## src/rtl/lightbike_key_decoder.sv

```systemverilog
// PS/2 set-2 scan-code decoder for the lightbike game.
// Emits per-player headings, start/escape pulses and the last make code.
module lightbike_key_decoder #(
  parameter int TIMEOUT_CYCLES = 100000
) (
  input  logic       clk,
  input  logic       reset_n,
  input  logic [7:0] scan_code,
  input  logic       scan_valid,
  input  logic       move_tick,
  input  logic       game_idle,
  output logic [1:0] p1_dir,
  output logic [1:0] p2_dir,
  output logic       start_pulse,
  output logic       esc_pulse,
  output logic [7:0] last_code
);

  localparam int CW = $clog2(TIMEOUT_CYCLES + 1);
  localparam logic [CW-1:0] TMAX = CW'(TIMEOUT_CYCLES - 1);

  localparam logic [1:0] UP    = 2'b00;
  localparam logic [1:0] RIGHT = 2'b01;
  localparam logic [1:0] DOWN  = 2'b10;
  localparam logic [1:0] LEFT  = 2'b11;

  localparam logic [7:0] K_E0  = 8'hE0;
  localparam logic [7:0] K_F0  = 8'hF0;
  localparam logic [7:0] K_SPC = 8'h29;
  localparam logic [7:0] K_ESC = 8'h76;

  typedef enum logic [1:0] {
    S_IDLE,
    S_EXT,
    S_BRK,
    S_EXT_BRK
  } state_t;

  state_t          r_state;
  state_t          w_state_nx;
  logic [CW-1:0]   r_cnt;
  logic [CW-1:0]   w_cnt_nx;

  logic            w_make_n;
  logic            w_make_e;
  logic            w_brk_n;

  logic            w_p1_req_v;
  logic [1:0]      w_p1_req;
  logic            w_p2_req_v;
  logic [1:0]      w_p2_req;
  logic            w_spc_mk;
  logic            w_spc_bk;
  logic            w_esc_mk;
  logic            w_esc_bk;

  logic [1:0]      r_p1_dir;
  logic [1:0]      r_p2_dir;
  logic [1:0]      r_moved1;
  logic [1:0]      r_moved2;
  logic            r_spc_held;
  logic            r_esc_held;
  logic            r_start;
  logic            r_esc;
  logic [7:0]      r_last;

  logic [1:0]      w_eff1;
  logic [1:0]      w_eff2;
  logic            w_ok1;
  logic            w_ok2;

  always_ff @(posedge clk) begin
    if (!reset_n) begin
      r_state <= S_IDLE;
      r_cnt   <= '0;
    end else begin
      r_state <= w_state_nx;
      r_cnt   <= w_cnt_nx;
    end
  end

  // A byte always clears the timeout; otherwise it runs only mid-prefix.
  always_comb begin
    w_state_nx = r_state;
    w_cnt_nx   = r_cnt;
    w_make_n   = 1'b0;
    w_make_e   = 1'b0;
    w_brk_n    = 1'b0;
    if (scan_valid) begin
      w_cnt_nx = '0;
      unique case (r_state)
        S_IDLE: begin
          if (scan_code == K_E0) begin
            w_state_nx = S_EXT;
          end else if (scan_code == K_F0) begin
            w_state_nx = S_BRK;
          end else begin
            w_make_n = 1'b1;
          end
        end
        S_EXT: begin
          if (scan_code == K_F0) begin
            w_state_nx = S_EXT_BRK;
          end else if (scan_code != K_E0) begin
            w_make_e   = 1'b1;
            w_state_nx = S_IDLE;
          end
        end
        S_BRK: begin
          w_brk_n    = 1'b1;
          w_state_nx = S_IDLE;
        end
        S_EXT_BRK: begin
          w_state_nx = S_IDLE;
        end
      endcase
    end else if (r_state != S_IDLE) begin
      if (r_cnt == TMAX) begin
        w_state_nx = S_IDLE;
        w_cnt_nx   = '0;
      end else begin
        w_cnt_nx = r_cnt + CW'(1);
      end
    end else begin
      w_cnt_nx = '0;
    end
  end

  always_comb begin
    w_p1_req_v = 1'b0;
    w_p1_req   = UP;
    w_p2_req_v = 1'b0;
    w_p2_req   = UP;
    w_spc_mk   = 1'b0;
    w_esc_mk   = 1'b0;
    w_spc_bk   = w_brk_n && (scan_code == K_SPC);
    w_esc_bk   = w_brk_n && (scan_code == K_ESC);
    if (w_make_n) begin
      case (scan_code)
        8'h1D: begin
          w_p1_req_v = 1'b1;
          w_p1_req   = UP;
        end
        8'h1B: begin
          w_p1_req_v = 1'b1;
          w_p1_req   = DOWN;
        end
        8'h1C: begin
          w_p1_req_v = 1'b1;
          w_p1_req   = LEFT;
        end
        8'h23: begin
          w_p1_req_v = 1'b1;
          w_p1_req   = RIGHT;
        end
        K_SPC:   w_spc_mk = 1'b1;
        K_ESC:   w_esc_mk = 1'b1;
        default: ;
      endcase
    end
    if (w_make_e) begin
      case (scan_code)
        8'h75: begin
          w_p2_req_v = 1'b1;
          w_p2_req   = UP;
        end
        8'h72: begin
          w_p2_req_v = 1'b1;
          w_p2_req   = DOWN;
        end
        8'h6B: begin
          w_p2_req_v = 1'b1;
          w_p2_req   = LEFT;
        end
        8'h74: begin
          w_p2_req_v = 1'b1;
          w_p2_req   = RIGHT;
        end
        default: ;
      endcase
    end
  end

  // A tick this cycle means the bike is about to move along p_dir.
  assign w_eff1 = move_tick ? r_p1_dir : r_moved1;
  assign w_eff2 = move_tick ? r_p2_dir : r_moved2;
  assign w_ok1  = w_p1_req_v && (w_p1_req != (w_eff1 ^ 2'b10));
  assign w_ok2  = w_p2_req_v && (w_p2_req != (w_eff2 ^ 2'b10));

  always_ff @(posedge clk) begin
    if (!reset_n) begin
      r_p1_dir   <= RIGHT;
      r_p2_dir   <= LEFT;
      r_moved1   <= RIGHT;
      r_moved2   <= LEFT;
      r_spc_held <= 1'b0;
      r_esc_held <= 1'b0;
      r_start    <= 1'b0;
      r_esc      <= 1'b0;
      r_last     <= 8'h00;
    end else begin
      r_start <= w_spc_mk && !r_spc_held;
      r_esc   <= w_esc_mk && !r_esc_held;
      if (w_spc_mk) begin
        r_spc_held <= 1'b1;
      end else if (w_spc_bk) begin
        r_spc_held <= 1'b0;
      end
      if (w_esc_mk) begin
        r_esc_held <= 1'b1;
      end else if (w_esc_bk) begin
        r_esc_held <= 1'b0;
      end
      if (w_make_n || w_make_e) begin
        r_last <= scan_code;
      end
      if (game_idle) begin
        r_p1_dir <= RIGHT;
        r_moved1 <= RIGHT;
        r_p2_dir <= LEFT;
        r_moved2 <= LEFT;
      end else begin
        if (move_tick) begin
          r_moved1 <= r_p1_dir;
          r_moved2 <= r_p2_dir;
        end
        if (w_ok1) begin
          r_p1_dir <= w_p1_req;
        end
        if (w_ok2) begin
          r_p2_dir <= w_p2_req;
        end
      end
    end
  end

  assign p1_dir      = r_p1_dir;
  assign p2_dir      = r_p2_dir;
  assign start_pulse = r_start;
  assign esc_pulse   = r_esc;
  assign last_code   = r_last;

endmodule

```

## config.mk

```make
export PLATFORM = sky130hd
export DESIGN_NAME = lightbike_key_decoder
export DESIGN_NICKNAME = d
export VERILOG_FILES = /design/src/rtl/lightbike_key_decoder.sv
export SDC_FILE = /design/constraint.sdc
export NUM_CORES = 1
export LEC_CHECK = 0
export ABC_CLOCK_PERIOD_IN_PS = 1750
export BUFFER_PORTS_ARGS = -buffer_cell sky130_fd_sc_hd__buf_2
export CAP_MARGIN = 15
export CORE_MARGIN = 2
export CORE_UTILIZATION = 51
export CTS_CLUSTER_DIAMETER = 40
export CTS_CLUSTER_SIZE = 28
export DETAILED_ROUTE_END_ITERATION = 16
export PLACE_DENSITY_LB_ADDON = 0.05
export SLEW_MARGIN = 20
export SYNTH_ARGS = -nofsm -noshare
export SYNTH_HDL_FRONTEND = slang
export SYNTH_SLANG_ARGS = --single-unit
```

## constraint.sdc

```tcl
create_clock -name clk -period 1.75 [get_ports clk]
set_input_delay 0.35 -clock clk [delete_from_list [all_inputs] [get_ports clk]]
set_output_delay 0.35 -clock clk [all_outputs]
set_load 0.005 [all_outputs]
```

==> results by group <==
Setup path
  – Critical path data required time: 1.97 ns
  – Critical path's slowest cell: or3b_4
  – R2R depth: 6
  – Origin of the critical flop-to-flop path: r_cnt[0]
  – Critical Path, Cell by Cell: buf_2, or3b_4, or4_1, a21oi_1, o311a_1, mux2i_1
  – Kind of cell adding the most delay to the critical path: simple AND/OR/NAND/NOR gates
  – R2r setup slk: 0.16 ns
  – Stages on worst setup path: 6
  – Max FO, Critical Path: 4
  – Worst setup startpoint: scan_code[2]
  – WP buf/inv: 1
  – Worst path max stage delay: 0.41 ns
  – Worst Setup Start Kind: input port
  – Critical path endpoint category: flop
  – Critical path arrival: 1.88 ns
  – Critical path class: in -> reg

Yosys
  – Post-synth top area cell: dfxtp_1
  – Post-Synth Simple-Gate Area: 30.4%
  – Mux contribution to synthesized area: 6.02%
  – Adder-cell area share of the yosys netlist: 0.627%
  – Post-synthesis compound-gate area fraction: 12.5%
  – Synth Area in XOR/XNOR: 7.46%
  – Cell variety after synth: 52
  – Mapped Cells: 219
  – Synth top area cells: dfxtp_1, mux2i_1, xor2_1
  – Synth Warn #: 0
  – Sequential fraction of the synthesis area: 39.1%
  – Largest family of logic cells by synthesized area: simple AND/OR/NAND/NOR gates
  – Ys flop type: dfxtp_1
  – Synth top area share: 39.1%
  – EDFF count, synth: 0
  – Synthesized area: 2000 µm²
  – Post-synthesis register bit count: 39
  – Asr flop ratio synth: 0%
  – Mean Syn Cell Area: 9.11 µm²
  – Synthesized net count: 233

Layout
  – # nets final: 282
  – Most frequent cells in the layout: dfxtp_1, buf_2, buf_4
  – Fraction of layout instances using a drive strength above 1: 27.1%
  – N_diodes: 0
  – Final design utilization: 66.1%
  – Area growth syn-to-layout: 23.1%
  – Commonest non-fill, non-tap cell in the layout: dfxtp_1
  – Post-route insts no fill: 317

GRT
  – Total track usage: 21.3%
  – First-pass GRT wire length: 7160 µm
  – Gr ovfl total: 0
  – Largest net degree at the start of global routing: 18
  – Initial antenna violation count: 0
  – Vias in the first global route: 1,563

Floorplanning
  – I/O pin total: 27
  – Die area: 4430 µm²
  – Num rows: 22
  – Initial Util: 53.7%
  – Core area: 3720 µm²
  – Die height: 66.6 µm
  – Die X: 66.6 µm

STA
  – # setup viols final: 0
  – Slew Viols, Final: 0
  – Period Utilization, post-route: 94.4%
  – Worst slew margin: 77.8%
  – Fin crit period: 1.65 ns
  – Peak Freq: 0.606 GHz
  – Clock skew: 0.00886 ns
  – Tightest Pin Transition: 0.324 ns
  – Final worst setup slack: 0.0985 ns
  – Hold Violations, Final: 0
  – RSZ-0062 raised after global routing: no

CTS
  – CTS tree: built
  – Clock buffer depth: 2
  – Clk_lat worst skew: 0.30 ns
  – Root Buffer: clkbuf_8
  – CTS sink count: 39
  – Clock slew at reported path FFs: 0.08 ns
  – CTS Hold Bufs: 0
  – H-tree depth: 2
  – Inserted Clock Buffers: 5

Route
  – DRT iter0 DRCs: 85
  – Total number of vias: 1,672
  – DRT Pass-1 Iters: 5
  – Antenna-violating nets left: 0
  – Avg WL per Cell: 12.9 µm
  – Via-to-Cell Ratio: 5.27
  – WL final: 4100 µm
  – DRC violations left: 0

Pwr
  – P per Cell Area: 747 nW/µm²
  – Lkg Pwr: 0.000993 µW
  – Peak supply drop: 0.541 mV

Min path
  – Hold path startpoint: game_idle
  – Hold Crit Class: in -> reg
  – WHS Path Cells: 3

Placement
  – Post-DP HPWL: 3170 µm
  – Placed cells: 309
  – GP Congestion: 0.828
  – Place WS: -0.189 ns
  – Port Buffers: 26

Run status
  – Outcome: complete, no violations

Run
  – Max-Cap Viols: 0
==> area by class of cell <==
type	instances	area, µm²
clock buffer	5	68.8
sequential	39	781
fill	317	1260
tap	48	60.1
inverter	6	22.5
multi-input combinational	165	1160
clock inverter	3	46.3
timing repair buffer	51	318
==> cells by family after synthesis <==
kind of cell | after synthesis
buffers and inverters | 15
AND/OR/NAND/NOR | 107
adder cells (fa/ha/maj) | 1
flip-flops | 39
AO/OA/AOI/OAI | 28
XOR/XNOR | 17
multiplexers | 12
==> worst paths after layout <==
path	end
min reg2reg	start_pulse
max	p1_dir[1]
min	r_moved1[0]
max reg2reg	r_cnt[5]
==> power breakdown <==
group	switching [µW]	internal (µW)	total, µW
Clock	329	429	758
Combinational	83.5	88.0	171
Sequential	5.77	899	904
==> metal layers <==
layer	global-route usage, %	vias to the layer above	share of wire [%]
li1	-	874	-
met1	28.3	762	50
met4	7.91	0	1.4
met3	5.24	6	4.1
met2	33.3	30	45
met5	0	-	0
==> state kept, by name, indices dropped and copies added, names as in the netlist <==
| signal | count |
|---|---|
| p2_dir | 2 |
| p1_dir | 2 |
| esc_pulse | 1 |
| r_moved2 | 2 |
| r_cnt | 17 |
| r_spc_held | 1 |
| last_code | 8 |
| r_moved1 | 2 |
| r_state | 2 |
| start_pulse | 1 |
| r_esc_held | 1 |
==> worst register-to-register path, stage by stage (launching register included) <==
cell and delay (ns):
dfxtp_1 0.36, ha_1 0.27, and2_1 0.17, a41oi_1 0.28, o211ai_1 0.13, buf_4 0.21
nor2_1 0.13
==> synthesized netlist by cell type (4+ instances only) <==
cell type / n
xnor2_1: 6
nor2_1: 23
nand2_1: 17
inv_1: 6
and3_1: 6
clkbuf_1: 4
o21ai_0: 4
dfxtp_1: 39
mux2i_1: 12
nor3_1: 7
nor2b_1: 14
nand3_1: 10
xor2_1: 11
==> timing repair <==
action / in CTS / in global routing
setup buffers: 0 / 0
resized for setup: 0 / 2
setup endpoints to repair: 0 / 17
==> per-stage QoR <==
stage | setup TNS [ns] | instance area (µm²) | hold WS, ns | power (µW)
5_1_grt | 0 | 2460 | 0.335 | 1900
3_5_place_dp | -0.577 | 2330 | 0.404 | 1100
2_1_floorplan | -0.0343 | 2020 | 0.392 | 1020
4_1_cts | 0 | 2450 | 0.312 | 1850
6_report | 0 | 2460 | 0.312 | 1830
3_3_place_gp | -0.384 | 2330 | 0.408 | 1090
(Power assumes the default switching activity.)
